## config.mk

```make
export PLATFORM = sky130hd
export DESIGN_NAME = fsub_axis_responder_flat
export DESIGN_NICKNAME = d
export VERILOG_FILES = /design/src/rtl/fsub_axis_responder_if.sv /design/src/rtl/fsub_axis_responder.sv /design/src/flat_wrapper.sv
export SDC_FILE = /design/constraint.sdc
export NUM_CORES = 1
export LEC_CHECK = 0
export CORE_MARGIN = 3
export CORE_UTILIZATION = 50
export CTS_BUF_LIST = sky130_fd_sc_hd__clkbuf_8
export DETAILED_ROUTE_END_ITERATION = 10
export HOLD_SLACK_MARGIN = 0.15
export PLACE_DENSITY_LB_ADDON = 0.25
export SLEW_MARGIN = 0
export SYNTH_ARGS = -nofsm -noshare
export SYNTH_HDL_FRONTEND = slang
export SYNTH_SLANG_ARGS = --single-unit
```

## constraint.sdc

```tcl
create_clock -name clk -period 47.9 [get_ports clk]
set_input_delay 9.58 -clock clk [delete_from_list [all_inputs] [get_ports clk]]
set_output_delay 9.58 -clock clk [all_outputs]
set_load 0.02 [all_outputs]
```

## src/rtl/fsub_axis_responder_if.sv

```systemverilog
// AXI4-Stream bundle for the fsub responder: operand channels A and B plus the result channel.
interface fsub_axis_responder_if;
    logic [31:0] fsub_axis_a_tdata;
    logic        fsub_axis_a_tvalid;
    logic        fsub_axis_a_tready;
    logic [31:0] fsub_axis_b_tdata;
    logic        fsub_axis_b_tvalid;
    logic        fsub_axis_b_tready;
    logic [31:0] fsub_axis_result_tdata;
    logic        fsub_axis_result_tvalid;
    logic        fsub_axis_result_tready;

    modport slave (
        input  fsub_axis_a_tdata,
        input  fsub_axis_a_tvalid,
        output fsub_axis_a_tready,
        input  fsub_axis_b_tdata,
        input  fsub_axis_b_tvalid,
        output fsub_axis_b_tready,
        output fsub_axis_result_tdata,
        output fsub_axis_result_tvalid,
        input  fsub_axis_result_tready
    );

    modport master (
        output fsub_axis_a_tdata,
        output fsub_axis_a_tvalid,
        input  fsub_axis_a_tready,
        output fsub_axis_b_tdata,
        output fsub_axis_b_tvalid,
        input  fsub_axis_b_tready,
        input  fsub_axis_result_tdata,
        input  fsub_axis_result_tvalid,
        output fsub_axis_result_tready
    );
endinterface

```

## src/rtl/fsub_axis_responder.sv

```systemverilog
// Binary32 subtractor behind AXI4-Stream handshakes: collects a and b, returns a-b after a
// fixed CALC delay. One operation in flight; denormals flushed, round-to-nearest-even.
module fsub_axis_responder #(
    parameter int CALC_CYCLES = 3
) (
    input  logic                        clk,
    input  logic                        rst,
    fsub_axis_responder_if.slave        axis
);
    localparam logic [1:0] ST_COLLECT = 2'd0;
    localparam logic [1:0] ST_CALC    = 2'd1;
    localparam logic [1:0] ST_OUTPUT  = 2'd2;

    localparam int                CNT_W    = (CALC_CYCLES > 1) ? $clog2(CALC_CYCLES) : 1;
    localparam logic [CNT_W-1:0]  CNT_LAST = CNT_W'(CALC_CYCLES - 1);

    logic [1:0]       state_r, state_n_s;
    logic [CNT_W-1:0] cnt_r, cnt_n_s;
    logic [31:0]      a_r, b_r, res_data_r, res_calc_s;
    logic             a_held_r, b_held_r, a_held_n_s, b_held_n_s;
    logic             a_tready_r, b_tready_r, a_tready_n_s, b_tready_n_s;
    logic             res_valid_r, res_valid_n_s, res_load_s;
    logic             a_hs_s, b_hs_s, res_hs_s;

    // a + (-b) on binary32 with guard/round/sticky alignment and RNE rounding
    function automatic logic [31:0] fp_sub(input logic [31:0] a, input logic [31:0] b);
        logic              sa, sb, sx, sy;
        logic [7:0]        ea, eb, ex, ey, d;
        logic [22:0]       fa, fb;
        logic              a_nan, b_nan, a_inf, b_inf, a_zero, b_zero;
        logic [23:0]       mx, my;
        logic [26:0]       xe, ye, mask;
        logic [27:0]       sum;
        logic [26:0]       nrm;
        logic [4:0]        lz;
        logic              found, round_up;
        logic signed [9:0] er;
        logic [24:0]       rnd;
        logic [22:0]       mant;
        logic [31:0]       res;
        sa = a[31];
        sb = ~b[31];
        ea = a[30:23];
        eb = b[30:23];
        fa = a[22:0];
        fb = b[22:0];
        a_nan  = (ea == 8'hFF) && (fa != 23'd0);
        b_nan  = (eb == 8'hFF) && (fb != 23'd0);
        a_inf  = (ea == 8'hFF) && (fa == 23'd0);
        b_inf  = (eb == 8'hFF) && (fb == 23'd0);
        a_zero = (ea == 8'd0);
        b_zero = (eb == 8'd0);
        sx = 1'b0; sy = 1'b0; ex = 8'd0; ey = 8'd0; d = 8'd0;
        mx = 24'd0; my = 24'd0; xe = 27'd0; ye = 27'd0; mask = 27'd0;
        sum = 28'd0; nrm = 27'd0; lz = 5'd0; found = 1'b0; round_up = 1'b0;
        er = 10'sd0; rnd = 25'd0; mant = 23'd0; res = 32'd0;
        if (a_nan || b_nan) begin
            res = 32'h7FC00000;
        end else if (a_inf && b_inf) begin
            res = (sa == sb) ? {sa, 8'hFF, 23'd0} : 32'h7FC00000;
        end else if (a_inf) begin
            res = {sa, 8'hFF, 23'd0};
        end else if (b_inf) begin
            res = {sb, 8'hFF, 23'd0};
        end else if (a_zero && b_zero) begin
            res = {sa & sb, 31'd0};
        end else if (a_zero) begin
            res = {sb, b[30:0]};
        end else if (b_zero) begin
            res = a;
        end else begin
            if ({ea, fa} >= {eb, fb}) begin
                sx = sa; ex = ea; mx = {1'b1, fa};
                sy = sb; ey = eb; my = {1'b1, fb};
            end else begin
                sx = sb; ex = eb; mx = {1'b1, fb};
                sy = sa; ey = ea; my = {1'b1, fa};
            end
            d  = ex - ey;
            xe = {mx, 3'b000};
            if (d >= 8'd26) begin
                ye = 27'd1;
            end else begin
                mask  = (27'd1 << d) - 27'd1;
                ye    = {my, 3'b000} >> d;
                ye[0] = ye[0] | (({my, 3'b000} & mask) != 27'd0);
            end
            if (sx == sy) begin
                sum = {1'b0, xe} + {1'b0, ye};
            end else begin
                sum = {1'b0, xe} - {1'b0, ye};
            end
            if (sum == 28'd0) begin
                res = 32'd0;
            end else begin
                if (sum[27]) begin
                    nrm = {sum[27:2], sum[1] | sum[0]};
                    er  = $signed({2'b00, ex}) + 10'sd1;
                end else begin
                    for (int i = 26; i >= 0; i--) begin
                        if (!found && !sum[i]) begin
                            lz = lz + 5'd1;
                        end else begin
                            found = 1'b1;
                        end
                    end
                    nrm = sum[26:0] << lz;
                    er  = $signed({2'b00, ex}) - $signed({5'b00000, lz});
                end
                round_up = nrm[2] & (nrm[1] | nrm[0] | nrm[3]);
                rnd      = {1'b0, nrm[26:3]} + {24'd0, round_up};
                if (rnd[24]) begin
                    er   = er + 10'sd1;
                    mant = rnd[23:1];
                end else begin
                    mant = rnd[22:0];
                end
                if (er >= 10'sd255) begin
                    res = {sx, 8'hFF, 23'd0};
                end else if (er <= 10'sd0) begin
                    res = {sx, 31'd0};
                end else begin
                    res = {sx, er[7:0], mant};
                end
            end
        end
        return res;
    endfunction

    assign a_hs_s     = axis.fsub_axis_a_tvalid & a_tready_r;
    assign b_hs_s     = axis.fsub_axis_b_tvalid & b_tready_r;
    assign res_hs_s   = res_valid_r & axis.fsub_axis_result_tready;
    assign res_calc_s = fp_sub(a_r, b_r);

    assign axis.fsub_axis_a_tready      = a_tready_r;
    assign axis.fsub_axis_b_tready      = b_tready_r;
    assign axis.fsub_axis_result_tdata  = res_data_r;
    assign axis.fsub_axis_result_tvalid = res_valid_r;

    // Next-state, operand-held flags and registered ready generation
    always_comb begin
        state_n_s     = state_r;
        cnt_n_s       = cnt_r;
        a_held_n_s    = a_held_r;
        b_held_n_s    = b_held_r;
        res_valid_n_s = res_valid_r;
        res_load_s    = 1'b0;
        case (state_r)
            ST_COLLECT: begin
                a_held_n_s = a_held_r | a_hs_s;
                b_held_n_s = b_held_r | b_hs_s;
                if (a_held_r && b_held_r) begin
                    state_n_s = ST_CALC;
                    cnt_n_s   = '0;
                end else begin
                    state_n_s = ST_COLLECT;
                end
            end
            ST_CALC: begin
                if (cnt_r == CNT_LAST) begin
                    state_n_s     = ST_OUTPUT;
                    res_load_s    = 1'b1;
                    res_valid_n_s = 1'b1;
                end else begin
                    cnt_n_s = cnt_r + CNT_W'(1);
                end
            end
            ST_OUTPUT: begin
                if (res_hs_s) begin
                    state_n_s     = ST_COLLECT;
                    res_valid_n_s = 1'b0;
                    a_held_n_s    = 1'b0;
                    b_held_n_s    = 1'b0;
                end else begin
                    state_n_s = ST_OUTPUT;
                end
            end
            default: begin
                state_n_s     = ST_COLLECT;
                res_valid_n_s = 1'b0;
                a_held_n_s    = 1'b0;
                b_held_n_s    = 1'b0;
            end
        endcase
        a_tready_n_s = (state_n_s == ST_COLLECT) & ~a_held_n_s;
        b_tready_n_s = (state_n_s == ST_COLLECT) & ~b_held_n_s;
    end

    // State, handshake and datapath registers with synchronous reset
    always_ff @(posedge clk) begin
        if (rst) begin
            state_r     <= ST_COLLECT;
            cnt_r       <= '0;
            a_r         <= 32'd0;
            b_r         <= 32'd0;
            a_held_r    <= 1'b0;
            b_held_r    <= 1'b0;
            a_tready_r  <= 1'b0;
            b_tready_r  <= 1'b0;
            res_valid_r <= 1'b0;
            res_data_r  <= 32'd0;
        end else begin
            state_r     <= state_n_s;
            cnt_r       <= cnt_n_s;
            a_held_r    <= a_held_n_s;
            b_held_r    <= b_held_n_s;
            a_tready_r  <= a_tready_n_s;
            b_tready_r  <= b_tready_n_s;
            res_valid_r <= res_valid_n_s;
            if (a_hs_s) begin
                a_r <= axis.fsub_axis_a_tdata;
            end
            if (b_hs_s) begin
                b_r <= axis.fsub_axis_b_tdata;
            end
            if (res_load_s) begin
                res_data_r <= res_calc_s;
            end
        end
    end
endmodule

```

## src/flat_wrapper.sv

```systemverilog
// flat-port wrapper written by rule: the top's interface ports become plain ports
module fsub_axis_responder_flat 
#(
    parameter int CALC_CYCLES = 3
)
  (clk, rst, axis_fsub_axis_a_tdata, axis_fsub_axis_a_tvalid, axis_fsub_axis_a_tready, axis_fsub_axis_b_tdata, axis_fsub_axis_b_tvalid, axis_fsub_axis_b_tready, axis_fsub_axis_result_tdata, axis_fsub_axis_result_tvalid, axis_fsub_axis_result_tready);
  fsub_axis_responder_if axis_i ();
  input  logic clk;
  input  logic rst;
  input wire logic [$bits(axis_i.fsub_axis_a_tdata)-1:0] axis_fsub_axis_a_tdata;
  input wire logic [$bits(axis_i.fsub_axis_a_tvalid)-1:0] axis_fsub_axis_a_tvalid;
  output wire logic [$bits(axis_i.fsub_axis_a_tready)-1:0] axis_fsub_axis_a_tready;
  input wire logic [$bits(axis_i.fsub_axis_b_tdata)-1:0] axis_fsub_axis_b_tdata;
  input wire logic [$bits(axis_i.fsub_axis_b_tvalid)-1:0] axis_fsub_axis_b_tvalid;
  output wire logic [$bits(axis_i.fsub_axis_b_tready)-1:0] axis_fsub_axis_b_tready;
  output wire logic [$bits(axis_i.fsub_axis_result_tdata)-1:0] axis_fsub_axis_result_tdata;
  output wire logic [$bits(axis_i.fsub_axis_result_tvalid)-1:0] axis_fsub_axis_result_tvalid;
  input wire logic [$bits(axis_i.fsub_axis_result_tready)-1:0] axis_fsub_axis_result_tready;
  assign axis_i.fsub_axis_a_tdata = axis_fsub_axis_a_tdata;
  assign axis_i.fsub_axis_a_tvalid = axis_fsub_axis_a_tvalid;
  assign axis_fsub_axis_a_tready = axis_i.fsub_axis_a_tready;
  assign axis_i.fsub_axis_b_tdata = axis_fsub_axis_b_tdata;
  assign axis_i.fsub_axis_b_tvalid = axis_fsub_axis_b_tvalid;
  assign axis_fsub_axis_b_tready = axis_i.fsub_axis_b_tready;
  assign axis_fsub_axis_result_tdata = axis_i.fsub_axis_result_tdata;
  assign axis_fsub_axis_result_tvalid = axis_i.fsub_axis_result_tvalid;
  assign axis_i.fsub_axis_result_tready = axis_fsub_axis_result_tready;
  fsub_axis_responder #(.CALC_CYCLES(CALC_CYCLES)) u_core (.clk(clk), .rst(rst), .axis(axis_i));
endmodule
```

== Word level (Yosys, flattened, before mapping) ==
Cells that the tools add are included.
Storage, ports and cells
  register bits: 105
  word-level logic and storage cells: 829
  output and inout port bits: 35
  input bits: 69
Cells by class
  bitwise operators: 18
  magnitude comparators: 4
  shifts and indexed selects: 3
  add/sub/neg operators: 35
  multiplexer cells: 649
  reduce and logical (&&, ||, !) cells: 99
  equal/unequal tests: 11
Operators with widths (count)
  2-to-1 mux 5 bit: 269
  2-to-1 mux 27 bit: 17
  2-to-1 mux 24 bit: 14
  2-to-1 mux 32 bit: 9
  2-to-1 mux 1 bit: 284
  2-to-1 mux 28 bit: 8
  2-to-1 mux 10 bit: 18
  adder 5 x 1 -> 5 bit (second input constant): 26
  2-to-1 mux 8 bit: 16
  2-to-1 mux 23 bit: 3
  2-to-1 mux 31 bit: 2
  logical NOT 1 bit: 52
  logical NOT 23 bit: 2
  nonzero test 23 bit: 2
  logical AND 1 bit: 33
  >= comparator 31 bit: 1
  adder 27 x 27 -> 28 bit: 1
  logical NOT 28 bit: 1
  subtractor 27 x 27 -> 28 bit: 1
  AND 27 bit: 1
  nonzero test 27 bit: 1
  << shifter 1 x 8 -> 27 bit (first input constant): 1
  << shifter 27 x 5 -> 27 bit: 1
  >> shifter 27 x 8 -> 27 bit: 1
  other kinds (28): 55

== Depth between registers and ports, before layout ==
  word-level depth: 388
  mapped depth: 148
  gate-level depth less buffers: 141

== Worst setup path before layout ==
Ideal clock, no wire load.
  path type: register to register
  from: register u_core.b_r[24]
  to: register u_core.res_data_r[11], in the netlist u_core.axis.fsub_axis_result_tdata[11]
  buffers on the path: 9
  required time: 47.762 ns
  arrival: 27.125 ns
  setup time: 0.138 ns
  cell stages (with the launch flop): 144
  clock period less this slack: 27.263 ns
  path slack: 20.637 ns
  path through: dfxtp_1 clkbuf_1 inv_1 ha_1 nand4_2 nor4_4 nand3_1 and4_4 a211oi_2 nor2_1 ha_1 and2_1 o31ai_1 a21oi_1 or3_1 a211o_1 a21o_1 a211o_1 (+108 left out) clkbuf_1 nand2b_1 nor2_1 a31oi_1 inv_1 ha_1 o221ai_1 nor4b_1 o21a_1 nand4b_1 nor4_2 mux2_2 o22ai_1 and4b_1 buf_2 nand2_1 buf_6 o221ai_1
On the way
  cells in the longest elaborated chain, start to end: 388
  elaborated cells on any way between the ends: 767
  those cells by class: add/sub (34); order compare (4); eq/ne (2); shift (3); mux (632); bitwise (6); reduce/logical (86)
Ends and longest elaborated chain
  start, declared: line fsub_axis_responder.sv:19  | logic [31:0] a_r, b_r, res_data_r, res_calc_s;
  start signal, assigned: line fsub_axis_responder.sv:214  | b_r <= axis.fsub_axis_b_tdata;
  branches (longest 387 deep; another with >= comparator 31 bit)
  2-to-1 mux 32 bit (*): line fsub_axis_responder.sv:57  | if (a_nan || b_nan) begin
  end signal, assigned: line fsub_axis_responder.sv:217  | res_data_r <= res_calc_s;
  end, declared: line fsub_axis_responder.sv:19
Mark *: on every way between the ends. The select of a mux whose other input is x is not followed.
A chain may end at the register's enable or synchronous reset.

== Final worst setup path ==
  from: register u_core.b_r[23]
  to: register u_core.res_data_r[7], in the netlist u_core.axis.fsub_axis_result_tdata[7]
Same word-level chain as after synthesis.

==> flow_summary.yaml <==
run_status:
  status: "complete, no violations"
finish:
  layout-area-overhead-vs-synth_pct: 7.69
  finalCoreUtilization_pct: 55.4
  antenna_cells_inserted: 0
  fill_cells: 3591
  num-nets-final: 2938
  finalNonFillerCells: 3219
  multi_input_comb_area_sq_um: 15300
  area.sequential_sq_um: 2100
  post_route_cells_drive_above_1_share_pct: 6.31
floorplan:
  effective_utilization_at_floorplan_pct: 51.4
  core-area_sq_um: 36100
  fp-row-count: 69
  fp.dieH_um: 199
  floorplan.die_area_sq_um: 39500
  chipWidth_um: 199
  io_pins: 104
sta:
  report.final.setup_viol: 0
  worst_clock_skew_ps: 21.7
  grt_setup_unrepaired: "no"
  final-max-slew-violation-count: 0
  tightestPinTransition_ps: 1180
  final.period_utilization_pct: 64.6
  finalCriticalPeriod_ps: 30940
  slew-limit-headroom_pct: 21.1
  total_negative_slack_for_setup_checks_ps: 0
  achievable-frequency_ghz: 0.0323
  setup_ws_ps: 16960
  hold_violations: 0
critical_path:
  worst_path_largest_cell_delay_ps: 820
  crit_required_ps: 48210
  timing.setup.critical_path_class: "reg -> reg"
  cp_common_cell: "sky130_fd_sc_hd__ha_1"
  cp-start-kind: "flip-flop"
  cpMaxStageDelayCell: "sky130_fd_sc_hd__xnor2_1"
  worstPathMaxFanout: 52
  critPathArrivalTime_ps: 31240
  r2r.worst_path.cells: 143
  critPathCaptureType: "flip-flop"
route:
  drt_first_pass_iters: 6
  route.final.wire_length_um: 78700
  route.detailed.drc: 0
  detail_route.wl_per_cell_um: 24.5
  routed_via_density: 6.78
  via_count: 21800
  drt_first_iter_violations: 2300
  drtAntennaViolNets: 0
yosys:
  yosys_warnings: 0
  syn-instance-count: 2774
  synth.avg_cell_area_sq_um: 6.69
  yosys_register_bits: 105
  ys_async_sr_fraction_pct: 0
  synth_top_cell_area_share_pct: 11.3
  ys.flop_type: "sky130_fd_sc_hd__dfxtp_1"
  syn-num-nets: 2958
  synthesis.area_sq_um: 18600
  ys_top_cells_by_area: "sky130_fd_sc_hd__dfxtp_1 (11%), sky130_fd_sc_hd__nand2_1 (8.3%), sky130_fd_sc_hd__ha_1 (7.6%), sky130_fd_sc_hd__a21oi_1 (7.0%), sky130_fd_sc_hd__mux2i_1 (5.8%)"
  synthDominantAreaCellType: "sky130_fd_sc_hd__dfxtp_1"
  yosysUniqueCellTypes: 117
  synth-seq-area-share_pct: 11.3
  synth_edf_count: 0
place:
  io_buffers: 103
  globalplace.congestion: 1.02
  dpl_hpwl_um: 61700
  place_inst: 3204
  placement.setup.worst_slack_ps: 17540
clock_network:
  cts.hold.buffers_added: 0
  max_buffers_root_to_sink: 2
  clkLatencyLatePin_ps: 400
  cts-root-buf: "sky130_fd_sc_hd__clkbuf_8"
  numCtsBuffers: 9
  clk_pin_slew_worst_paths_ps: 100
  htree_levels: 3
  post-cts-setup-buffer-count: 0
  post_cts_resize_count: 0
  cts_sinks: 105
  clock_tree_from_tritoncts: "done"
job:
  cap_violations: 0
global_routing:
  grt_overflow_total: 0
  track_usage_pct: 38.5
  grtUsageMet1_pct: 49.6
  largest_net_degree_at_the_start_of_global_routing: 89
  grt_pass1_vias: 20700
  top_usage_layer: "met2"
  antenna_found_initial: 0
  grt_util_met3_pct: 7.23
  fraction_of_met2_tracks_used_by_global_routing_pct: 61.3
  grt_first_pass_wirelength_um: 120000
min_path:
  hp-class: "reg -> reg"
  hold_path_depth: 2
-- cell families after synthesis --
| family | Yosys count | synth area share [%] |
|---|---|---|
| simple gates | 1140 | 30.2 |
| compound gates | 844 | 29.5 |
| mux | 151 | 8.94 |
| buf+inv | 313 | 6.65 |
| flops | 105 | 11.3 |
| fa+ha+maj | 117 | 7.94 |
| xor+xnor | 104 | 5.49 |
-- synthesized netlist by cell type, drive strengths merged, types with 21 or more instances --
library cell	n
nor4	42
nand4	47
clkbuf	131
a21oi	260
mux2	35
a21o	41
a31oi	27
xor2	30
o221ai	27
xnor2	68
buf	44
o211ai	31
a211oi	32
a22oi	22
o22ai	23
inv	138
nand3	82
or3	31
ha	113
or2	23
nor2	222
nor3	74
mux2i	109
nand2	412
o21bai	21
nand2b	29
dfxtp	105
and3	36
o21ai	180
nor2b	31
and2	43
-- per-stage QoR --
stage	hold WS, ps	cell area (sq um)
3_3_place_gp	452	19800
4_1_cts	487	20000
6_report	490	20000
3_5_place_dp	467	19800
2_1_floorplan	449	18600
5_1_grt	514	20000
-- routing by layer --
layer  vias to the layer above  wire [um]  share of wire, %
li1                      10100          -                 -
met1                     10200      32000                41
met5                         -          0                 0
met4                         0       4640               5.9
met2                      1210      34600                44
met3                       243       7490               9.5
-- area by class of cell --
class | instances | area share (%)
clock inverters | 6 | 0.419
flip-flops and latches | 105 | 10.5
inverters | 138 | 2.59
well taps | 461 | 2.89
clock buffers | 9 | 0.620
repair buffers | 144 | 6.67
multi-input cells | 2356 | 76.3
-- state kept, by name (all words and copies together) (netlist names) --
signal	count
u_core.a_r	32
u_core.axis.fsub_axis_a_tready	1
u_core.cnt_r	2
u_core.axis.fsub_axis_result_tdata	32
u_core.axis.fsub_axis_result_tvalid	1
u_core.state_r	2
u_core.b_r	32
u_core.a_held_r	1
u_core.b_held_r	1
u_core.axis.fsub_axis_b_tready	1
-- placed cells by master, fill, tap and decap left out, types with 45 or more instances in the layout --
cell,synthesis,layout
sky130_fd_sc_hd__nand2_1,411,411
sky130_fd_sc_hd__a21oi_1,260,259
sky130_fd_sc_hd__nor2_1,220,218
sky130_fd_sc_hd__o21ai_0,164,164
sky130_fd_sc_hd__inv_1,135,137
sky130_fd_sc_hd__ha_1,113,112
sky130_fd_sc_hd__mux2i_1,107,107
sky130_fd_sc_hd__dfxtp_1,105,105
sky130_fd_sc_hd__clkdlybuf4s50_1,0,102
sky130_fd_sc_hd__nand3_1,81,81
sky130_fd_sc_hd__nor3_1,73,71
sky130_fd_sc_hd__xnor2_1,66,66
sky130_fd_sc_hd__nand4_1,45,45
-- worst paths after layout --
check / startpoint / slack [ps] / to
worst max register to register: u_core.b_r[23]$_SDFFE_PP0P_ / 16960 / u_core.axis.fsub_axis_result_tdata[7]$_SDFFE_PP0P_
worst min-delay path: u_core.b_r[31]$_SDFFE_PP0P_ / 490 / u_core.b_r[31]$_SDFFE_PP0P_
worst max-delay path: u_core.b_r[23]$_SDFFE_PP0P_ / 16960 / u_core.axis.fsub_axis_result_tdata[7]$_SDFFE_PP0P_
worst min register to register: u_core.b_r[31]$_SDFFE_PP0P_ / 490 / u_core.b_r[31]$_SDFFE_PP0P_
-- critical path: cells and delay by family (launching register included) --
kind                       cells  cell delay [ps]
adders and majority gates     29             8940
AOI/OAI and AO/OA             60            10780
DFF                            1              430
buffers and inverters         13             2170
xor gates and xnor gates       5             1470
muxes                          9             1820
and+or+nand+nor               27             5200
Power is left out: the tool's default activity adds up to more than one toggle a clock period on the data nets, which glitch-free logic cannot reach.
